--- src/rtl/reg_skid_buffer_if.sv ---
// Handshake bundle for reg_skid_buffer: producer enqueue side, consumer dequeue side,
// flush strobe and sticky misuse flags.
interface reg_skid_buffer_if #(
  parameter int width = 1
);
  logic [width-1:0] D_IN;
  logic             ENQ;
  logic             FULL_N;
  logic [width-1:0] D_OUT;
  logic             DEQ;
  logic             EMPTY_N;
  logic             CLR;
  logic             ERR_OVF;
  logic             ERR_UNF;

  modport slave (
    input  D_IN, ENQ, DEQ, CLR,
    output FULL_N, D_OUT, EMPTY_N, ERR_OVF, ERR_UNF
  );

  modport master (
    output D_IN, ENQ, DEQ, CLR,
    input  FULL_N, D_OUT, EMPTY_N, ERR_OVF, ERR_UNF
  );
endinterface

--- src/rtl/reg_skid_buffer.sv ---
// Two-entry registered queue (head + skid) that breaks ready/valid timing paths;
// every output, including FULL_N/EMPTY_N, comes straight from a flop.
module reg_skid_buffer #(
  parameter int               width = 1,
  parameter logic [width-1:0] init  = '0
) (
  input  logic                 CLK,
  input  logic                 RST,
  reg_skid_buffer_if.slave     bus,
  output logic [1:0]           count
);

  // Handshake: a word moves in on any edge where ENQ=1 and FULL_N=1, and leaves on
  // any edge where DEQ=1 and EMPTY_N=1. A strobe raised against a deasserted flag is
  // dropped and latches the matching sticky error flag until RST or CLR.
  typedef enum logic [1:0] {
    S_EMPTY = 2'd0,
    S_ONE   = 2'd1,
    S_TWO   = 2'd2
  } state_t;

  state_t           state, state_nxt;
  logic [width-1:0] head, head_nxt;
  logic [width-1:0] skid, skid_nxt;
  logic             full_n, full_n_nxt;
  logic             empty_n, empty_n_nxt;
  logic             ovf, ovf_nxt;
  logic             unf, unf_nxt;
  logic             enq_ok, deq_ok;

  always_ff @(posedge CLK) begin
    if (RST) begin
      state   <= S_EMPTY;
      head    <= init;
      skid    <= init;
      full_n  <= 1'b1;
      empty_n <= 1'b0;
      ovf     <= 1'b0;
      unf     <= 1'b0;
    end else begin
      state   <= state_nxt;
      head    <= head_nxt;
      skid    <= skid_nxt;
      full_n  <= full_n_nxt;
      empty_n <= empty_n_nxt;
      ovf     <= ovf_nxt;
      unf     <= unf_nxt;
    end
  end

  always_comb begin
    state_nxt = state;
    head_nxt  = head;
    skid_nxt  = skid;
    enq_ok    = bus.ENQ && (state != S_TWO);
    deq_ok    = bus.DEQ && (state != S_EMPTY);
    ovf_nxt   = ovf || (bus.ENQ && (state == S_TWO));
    unf_nxt   = unf || (bus.DEQ && (state == S_EMPTY));

    case (state)
      S_EMPTY: begin
        if (enq_ok) begin
          head_nxt  = bus.D_IN;
          state_nxt = S_ONE;
        end
      end
      S_ONE: begin
        if (enq_ok && deq_ok) begin
          head_nxt = bus.D_IN;
        end else if (enq_ok) begin
          skid_nxt  = bus.D_IN;
          state_nxt = S_TWO;
        end else if (deq_ok) begin
          head_nxt  = init;
          state_nxt = S_EMPTY;
        end
      end
      S_TWO: begin
        // An ENQ here is never accepted, so only DEQ can move the queue.
        if (deq_ok) begin
          head_nxt  = skid;
          skid_nxt  = init;
          state_nxt = S_ONE;
        end
      end
      default: begin
        head_nxt  = init;
        skid_nxt  = init;
        state_nxt = S_EMPTY;
      end
    endcase

    if (bus.CLR) begin
      state_nxt = S_EMPTY;
      head_nxt  = init;
      skid_nxt  = init;
      ovf_nxt   = 1'b0;
      unf_nxt   = 1'b0;
    end

    full_n_nxt  = (state_nxt != S_TWO);
    empty_n_nxt = (state_nxt != S_EMPTY);
  end

  assign bus.D_OUT   = head;
  assign bus.FULL_N  = full_n;
  assign bus.EMPTY_N = empty_n;
  assign bus.ERR_OVF = ovf;
  assign bus.ERR_UNF = unf;
  assign count       = state;

endmodule

--- src/flat_wrapper.sv ---
// flat-port wrapper written by rule: the top's interface ports become plain ports
module reg_skid_buffer_flat 
#(
  parameter int               width = 1,
  parameter logic [width-1:0] init  = '0
)
  (CLK, RST, count, bus_D_IN, bus_ENQ, bus_DEQ, bus_CLR, bus_FULL_N, bus_D_OUT, bus_EMPTY_N, bus_ERR_OVF, bus_ERR_UNF);
  reg_skid_buffer_if #(.width(width)) bus_i ();
  input  logic CLK;
  input  logic RST;
  output logic [1:0] count;
  input wire logic [$bits(bus_i.D_IN)-1:0] bus_D_IN;
  input wire logic [$bits(bus_i.ENQ)-1:0] bus_ENQ;
  input wire logic [$bits(bus_i.DEQ)-1:0] bus_DEQ;
  input wire logic [$bits(bus_i.CLR)-1:0] bus_CLR;
  output wire logic [$bits(bus_i.FULL_N)-1:0] bus_FULL_N;
  output wire logic [$bits(bus_i.D_OUT)-1:0] bus_D_OUT;
  output wire logic [$bits(bus_i.EMPTY_N)-1:0] bus_EMPTY_N;
  output wire logic [$bits(bus_i.ERR_OVF)-1:0] bus_ERR_OVF;
  output wire logic [$bits(bus_i.ERR_UNF)-1:0] bus_ERR_UNF;
  assign bus_i.D_IN = bus_D_IN;
  assign bus_i.ENQ = bus_ENQ;
  assign bus_i.DEQ = bus_DEQ;
  assign bus_i.CLR = bus_CLR;
  assign bus_FULL_N = bus_i.FULL_N;
  assign bus_D_OUT = bus_i.D_OUT;
  assign bus_EMPTY_N = bus_i.EMPTY_N;
  assign bus_ERR_OVF = bus_i.ERR_OVF;
  assign bus_ERR_UNF = bus_i.ERR_UNF;
  reg_skid_buffer #(.width(width), .init(init)) u_core (.CLK(CLK), .RST(RST), .bus(bus_i), .count(count));
endmodule
--- config.mk ---
export PLATFORM = sky130hd
export DESIGN_NAME = reg_skid_buffer_flat
export DESIGN_NICKNAME = d
export VERILOG_FILES = /design/src/rtl/reg_skid_buffer_if.sv /design/src/rtl/reg_skid_buffer.sv /design/src/flat_wrapper.sv
export SDC_FILE = /design/constraint.sdc
export NUM_CORES = 1
export LEC_CHECK = 0
export BUFFER_PORTS_ARGS = -buffer_cell sky130_fd_sc_hd__buf_2
export CORE_AREA = 2 2 39 41
export DETAILED_ROUTE_END_ITERATION = 7
export DIE_AREA = 0 0 41 43
export PLACE_DENSITY = 0.61
export SLEW_MARGIN = 20
export SYNTH_ARGS = -nofsm -noshare
export SYNTH_HDL_FRONTEND = slang
export SYNTH_SLANG_ARGS = --single-unit
--- constraint.sdc ---
create_clock -name CLK -period 1.03 [get_ports CLK]
set_input_delay 0.1545 -clock CLK [delete_from_list [all_inputs] [get_ports CLK]]
set_output_delay 0.1545 -clock CLK [all_outputs]
set_load 0.02 [all_outputs]
### Word-level counts from Yosys, hierarchy flattened

Index checks and enable logic that the tools add are counted.

| storage, ports and cells | value |
|---|---|
| bits in registers | 8 |
| latch bits | 0 |
| memory bits (writable) | 0 |
| memory bits (read-only) | 0 |
| bits of input ports | 6 |
| logic and storage cells | 46 |
| memories kept | 0 |

| cells by class | value |
|---|---|
| add/subtract/negate cells | 0 |
| multiply operators | 0 |
| div/mod/pow operators | 0 |
| order comparisons | 0 |
| equality and inequality tests | 10 |
| shift-type cells | 0 |
| mux-type cells | 15 |
| bitwise logic cells | 1 |
| reductions and logical operators | 13 |

Operators with widths:

| kind | count |
|---|---|
| $mux W2 | 6 |
| $reduce_and A4 Y1 | 2 |
| $mux W1 | 6 |
| $ne A2 B1 Y1 const B | 3 |
| $ne A2 B2 Y1 const B | 3 |
| $pmux W1 S3 | 2 |
| $pmux W2 S3 | 1 |
| $logic_and A1 B1 Y1 | 5 |
| $reduce_bool A2 Y1 | 2 |
| $ne A3 B1 Y1 const B | 1 |
| $ne A3 B3 Y1 const B | 1 |
| $eq A2 B1 Y1 const B | 1 |
| $eq A2 B2 Y1 const B | 1 |
| $logic_not A2 Y1 | 1 |
| $logic_or A1 B1 Y1 | 2 |
| $reduce_or A2 Y1 | 1 |
| $not A1 Y1 | 1 |

### Logic depth before layout (Yosys ltp)

| depth | value |
|---|---|
| depth in word-level cells | 8 |
| depth in mapped cells | 4 |

### Worst setup path before layout

Ideal clock, no wire load.

| timing | value |
|---|---|
| path kind | flip-flop to flip-flop |
| start | reg u_core.state[0], in the netlist u_core.count[0] |
| end | reg u_core.head, in the netlist u_core.bus.D_OUT |
| library setup time | 125 ps |
| data arrival time | 1090 ps |
| slack | -185 ps |
| stages on the path, launching flop included | 5 |
| buffers on the path | 1 |
| cells stage by stage | dfxtp_1 > buf_2 > nor2b_1 > a2111oi_2 > nor4_2 |

| between the ends | value |
|---|---|
| cells in the longest elaborated chain, start to end | 5 |

RTL lines:

| element | RTL line | RTL |
|---|---|---|
| start: declaration | reg_skid_buffer.sv:22 | `state_t state, state_nxt;` |
| start signal: assignment | reg_skid_buffer.sv:41 | `state <= state_nxt;` |
| $ne A2 B2 Y1 / $reduce_bool A2 Y1 (equally long branches) | reg_skid_buffer.sv:55, reg_skid_buffer.sv:56 |  |
| $logic_and A1 B1 Y1 (on tied branches) | reg_skid_buffer.sv:55, reg_skid_buffer.sv:56 |  |
| $logic_and A1 B1 Y1 | reg_skid_buffer.sv:68 | `if (enq_ok && deq_ok) begin` |
| $ne A3 B3 Y1 (no line) (tied with other cells) | - |  |
| $reduce_and A4 Y1 (no line) / $pmux W1 S3 (equally long branches) | - |  |
| end signal: assignment | reg_skid_buffer.sv:34 | `head <= init;` |
| end signal: assignment | reg_skid_buffer.sv:42 | `head <= head_nxt;` |
| end: declaration | reg_skid_buffer.sv:23 | `logic [width-1:0] head, head_nxt;` |

Parallel ways exist; a longest one is shown, timed or not.
A chain may end at the register's enable or synchronous reset.

### Final worst setup path

| timing | value |
|---|---|
| start | reg u_core.state[1], in the netlist u_core.count[1] |
| end | reg u_core.full_n, in the netlist u_core.bus.FULL_N |

| between the ends | value |
|---|---|
| cells in the longest elaborated chain, start to end | 8 |

RTL lines:

| element | RTL line | RTL |
|---|---|---|
| $reduce_bool A2 Y1 | reg_skid_buffer.sv:56 | `deq_ok = bus.DEQ && (state != S_EMPTY);` |
| $logic_and A1 B1 Y1 | reg_skid_buffer.sv:56 |  |
| $mux W2 | reg_skid_buffer.sv:73 | `end else if (deq_ok) begin` |
| $mux W2 | reg_skid_buffer.sv:70 | `end else if (enq_ok) begin` |
| $mux W2 | reg_skid_buffer.sv:68 |  |
| $pmux W2 S3 (*) | reg_skid_buffer.sv:60 | `case (state)` |
| $mux W2 (*) | reg_skid_buffer.sv:93 | `if (bus.CLR) begin` |
| $ne A2 B2 Y1 (*) | reg_skid_buffer.sv:101 | `full_n_nxt = (state_nxt != S_TWO);` |
| end signal: assignment | reg_skid_buffer.sv:44 | `full_n <= full_n_nxt;` |
| end: declaration | reg_skid_buffer.sv:25 | `logic full_n, full_n_nxt;` |

Mark *: on every way between the ends. The rest lies on a longest branch, timed or not.

==> impl_results.md <==
- Worst min-delay path endpoint: u_core.skid$_SDFFE_PP0P_
- Internal power: about 0.50 mW
- Cell Count, Final, Fillers Out: 80
- Final layout net count: slightly above 70
- Power per cell area: 1190 nW/um^2
- Die width: a little over 40 um
- Number of H-tree branching levels: 1
- Post-Synth Simple-Gate Area: 25.5%
- Startpoint of the worst hold path: bus_D_IN
- Syn. warnings: 0
- Die ar.: 1760 sq um
- Post-synthesis mux area share: 0%
- Count of input and output buffers: 12
- Part of the total power dissipated in the clock network: roughly 37%
- Family of cells with the greatest summed delay on the critical path: flip-flops
- Routed wire length: 1020 um
- Max stage delay cell, worst path: sky130_fd_sc_hd__dfxtp_4
- Total placed cells including tap cells: 76
- Iteration-0 DRC count of the detailed router: 6
- HP Class: in2reg
- Compound-Gate Fraction of Synth Area: ~26%
- Flops & latches, synth: 8
- Arithmetic-cell share of the synthesized area counting full adders, half adders and majority gates: 0%
- Number of cells traversed by the worst hold path: 3
- Final antenna diode count: 0
- Maximum number of pins on one net before global-route repair: 12
- Largest family of logic cells by synthesized area: compound AO/OA/AOI/OAI gates
- Final critical delay including setup and external delays: about 1.0 ns
- Fraction of power consumed by sequential logic: between 40% and 50%
- Latest clock arrival within the worst-skew pair: 0.26 ns
- Leakage power summed over all cells: about 0.24 nW
- Layout overhead on the synthesized area: 42.8%
- Switching power: 0.176 mW
- Number of distinct library cells after synthesis: 24
- Kind of start point of the critical path: register
- Setup repair after global routing missed its margin: yes
- Final Worst Setup Slack: -0.0141 ns
- Post-detailed-route via-to-cell ratio: ~5
- Share of the yosys chip area belonging to registers: around two fifths
- Proportion of netlist area held by the largest area contributor: approximately two fifths
- Signal arrival time at the worst endpoint: 1.19 ns
- Clk slew on worst S/H paths: around 0.050 ns
- Clock buffer count from CTS: 3
- Initial antenna violation count: 0
- Violations in the final reports: negative setup slack
- Total global routing overflow: 0
- Antenna-violating nets left: 0
- Placement Rows: 14
- Syn avg cell area: between 8 and 9 sq um
- Combinational cell fraction of total power: 15.6%
- Detailed-routing iteration count for the pre-antenna-repair pass: 3
- Delay of the slowest cell on the worst path: around 0.36 ns
- Number of global-route vias before repair: between 300 and 400
- Slack of the worst reg-to-reg path: -0.01 ns
- Ordered list of cells on the worst path: and2b_1, nand2_1, a211o_2
- Result of the run: finished, violations left
- Max-slew headroom at the worst pin: 82.3%
- Core ar.: 1380 sq um
- Capturing element type of the critical path: register
- Gp weighted congestion: a little under 0.8
- Initial standard-cell utilization of the core: about 29%
- Via count: slightly above 400
- Setup-violating endpoint count in the final report: 1
- Instance count on the critical path: 3
- VDD IR-drop max: between 0.4 and 0.5 mV
- Startpoint of the most critical setup path: u_core.count[1]$_SDFF_PP0_
- Root buf cell: sky130_fd_sc_hd__clkbuf_4
- Most numerous cell in the Yosys netlist: sky130_fd_sc_hd__dfxtp_1
- Post-Syn Nets: 52
- Fraction of the cycle the final worst path needs: 101%
- Sink count of the clock tree: 8
- Transition time at the pin with the least slew margin: between 0.2 and 0.3 ns
- Dominant cell type by area after synthesis: sky130_fd_sc_hd__dfxtp_1
- Buffering stage count on the worst path with inverters included: 0
- Synthesized instance count: 46
- Proportion of layout cells with a drive suffix above 1: between 50% and 60%
- Max-cap violation count: 0
- Required time worst endpoint: between 1 and 1.5 ns
- DR WL/cell: around 13 um
- Number of max-slew violations in the final report: 0
- R2R Path End: u_core.bus.FULL_N$_SDFF_PP1_
- Number of failing hold endpoints at the final stage: 0
- TritonCTS clock tree: built
- Maximum count of clock buffers along a single path: 2
- Most used flip-flop cell after synthesis: sky130_fd_sc_hd__dfxtp_1
- First-pass GRT wire length: between 1500 and 2000 um
- Type of the worst setup path: reg2reg
- Netlist area before placement: 398 sq um
- Area share of xor/xnor cells in the synthesized design: 0%
- Number of cells on the worst reg-to-reg path: 3
- DP Wirelength: ~670 um
- Post-route clock skew: 0.000711 ns
- Number of enable flip-flop cells after synthesis: 0
- Number of remaining DRC errors: 0
- Top cells by count, synth: sky130_fd_sc_hd__dfxtp_1 (8), sky130_fd_sc_hd__nor2_1 (5), sky130_fd_sc_hd__a21oi_1 (4)
- Aggregate global-route resource usage: a little over an eighth
- Die Y-Extent: around 43 um
- Sw frac: roughly a quarter
- Peak fanout along the critical path: 8
- Core occupancy in the finished layout: 41.0%
- Share of synthesized flip-flops with an asynchronous set or reset: 0%
- I/O pins: 13
- Total Power: between 0.6 and 0.7 mW
- Main area contributors after synthesis: sky130_fd_sc_hd__dfxtp_1 (40%), sky130_fd_sc_hd__a21oi_1 (5.0%), sky130_fd_sc_hd__nor2_1 (4.7%)
- R2R Path Start: u_core.count[1]$_SDFF_PP0_
- Top achievable clock speed: roughly 960 MHz
==> worst register-to-register path, cell delays in order, from the launching register on <==
cell,delay [ns]
sky130_fd_sc_hd__dfxtp_4,0.36
sky130_fd_sc_hd__and2b_1,0.21
sky130_fd_sc_hd__nand2_1,0.07
sky130_fd_sc_hd__a211o_2,0.29
==> registers in the layout, summed over array words and instances, names as in the netlist <==
name                count
u_core.count            2
u_core.bus.FULL_N       1
u_core.bus.EMPTY_N      1
u_core.skid             1
u_core.bus.ERR_UNF      1
u_core.bus.D_OUT        1
u_core.bus.ERR_OVF      1
==> stage by stage <==
stage	setup slack (ns)	hold WS (ns)	TNS [ns]	cell area [sq um]
2_1_floorplan	-0.0826	0.312	-0.124	413
3_3_place_gp	-0.0228	0.451	-0.0407	503
3_5_place_dp	-0.0405	0.458	-0.0442	503
4_1_cts	-0.0200	0.207	-0.0200	551
5_1_grt	-0.0520	0.232	-0.169	568
6_report	-0.0141	0.207	-0.0141	568
==> power by group through the flow <==
stage	logic, mW	clock network [mW]	registers [mW]
4_1_cts	0.100	0.252	0.323
5_1_grt	0.114	0.271	0.324
6_report	0.105	0.247	0.322
3_5_place_dp	0.0925	0	0.332
3_3_place_gp	0.0920	0	0.332
2_1_floorplan	0.0563	0	0.339
==> cells in the final DEF, fill, tap and decap left out, types with 2 or more instances in the layout <==
cell type and count:
sky130_fd_sc_hd__buf_4 7, sky130_fd_sc_hd__buf_2 12, sky130_fd_sc_hd__clkbuf_4 3, sky130_fd_sc_hd__nor2_1 4
sky130_fd_sc_hd__a31oi_1 2, sky130_fd_sc_hd__a21oi_1 3, sky130_fd_sc_hd__dfxtp_4 2, sky130_fd_sc_hd__dfxtp_1 6
sky130_fd_sc_hd__o21bai_1 2, sky130_fd_sc_hd__nand2_1 3
==> cell families (layout without fill, tap and decap cells) <==
logic type / count (synthesis) / count (layout)
AND/OR/NAND/NOR: 18 / 18
buffers and inverters: 6 / 24
AO/OA/AOI/OAI: 14 / 14
flip-flops: 8 / 8
==> cell type report <==
| cell class | count | area, sq um |
|---|---|---|
| tap | 16 | 20.0 |
| clock buffer | 3 | 22.5 |
| multi-input combinational | 32 | 238 |
| timing repair buffer | 19 | 113 |
| fill | 136 | 816 |
| sequential | 8 | 168 |
| inverter | 2 | 7.51 |
==> per-layer routing <==
layer  wire [um]  GRT usage (%)  vias to the layer above
met5           0              0                        -
li1            -              -                      204
met1         438           16.3                      182
met3          50           4.71                        7
met2         476           17.8                       14
met4          53           12.0                        0
==> worst max path at each step <==
stage	slack, ns	endpoint
floorplan	-0.08	u_core.bus.D_OUT$_SDFFE_PP0P_
detailed placement	-0.04	u_core.bus.D_OUT$_SDFFE_PP0P_
global route	-0.05	u_core.bus.FULL_N$_SDFF_PP1_
finish	-0.01	u_core.bus.FULL_N$_SDFF_PP1_
global placement	-0.02	u_core.bus.D_OUT$_SDFFE_PP0P_
CTS	-0.02	u_core.bus.FULL_N$_SDFF_PP1_
==> repair_timing <==
item | in CTS | in global routing
pin swaps | 1 | 1
gates resized for setup | 3 | 6
endpoints found under the hold margin | 0 | 0
setup buffers | 1 | 0
endpoints found under the setup margin | 3 | 6
hold buffers | 0 | 0
Note: power is estimated with default switching activity, not from simulation.
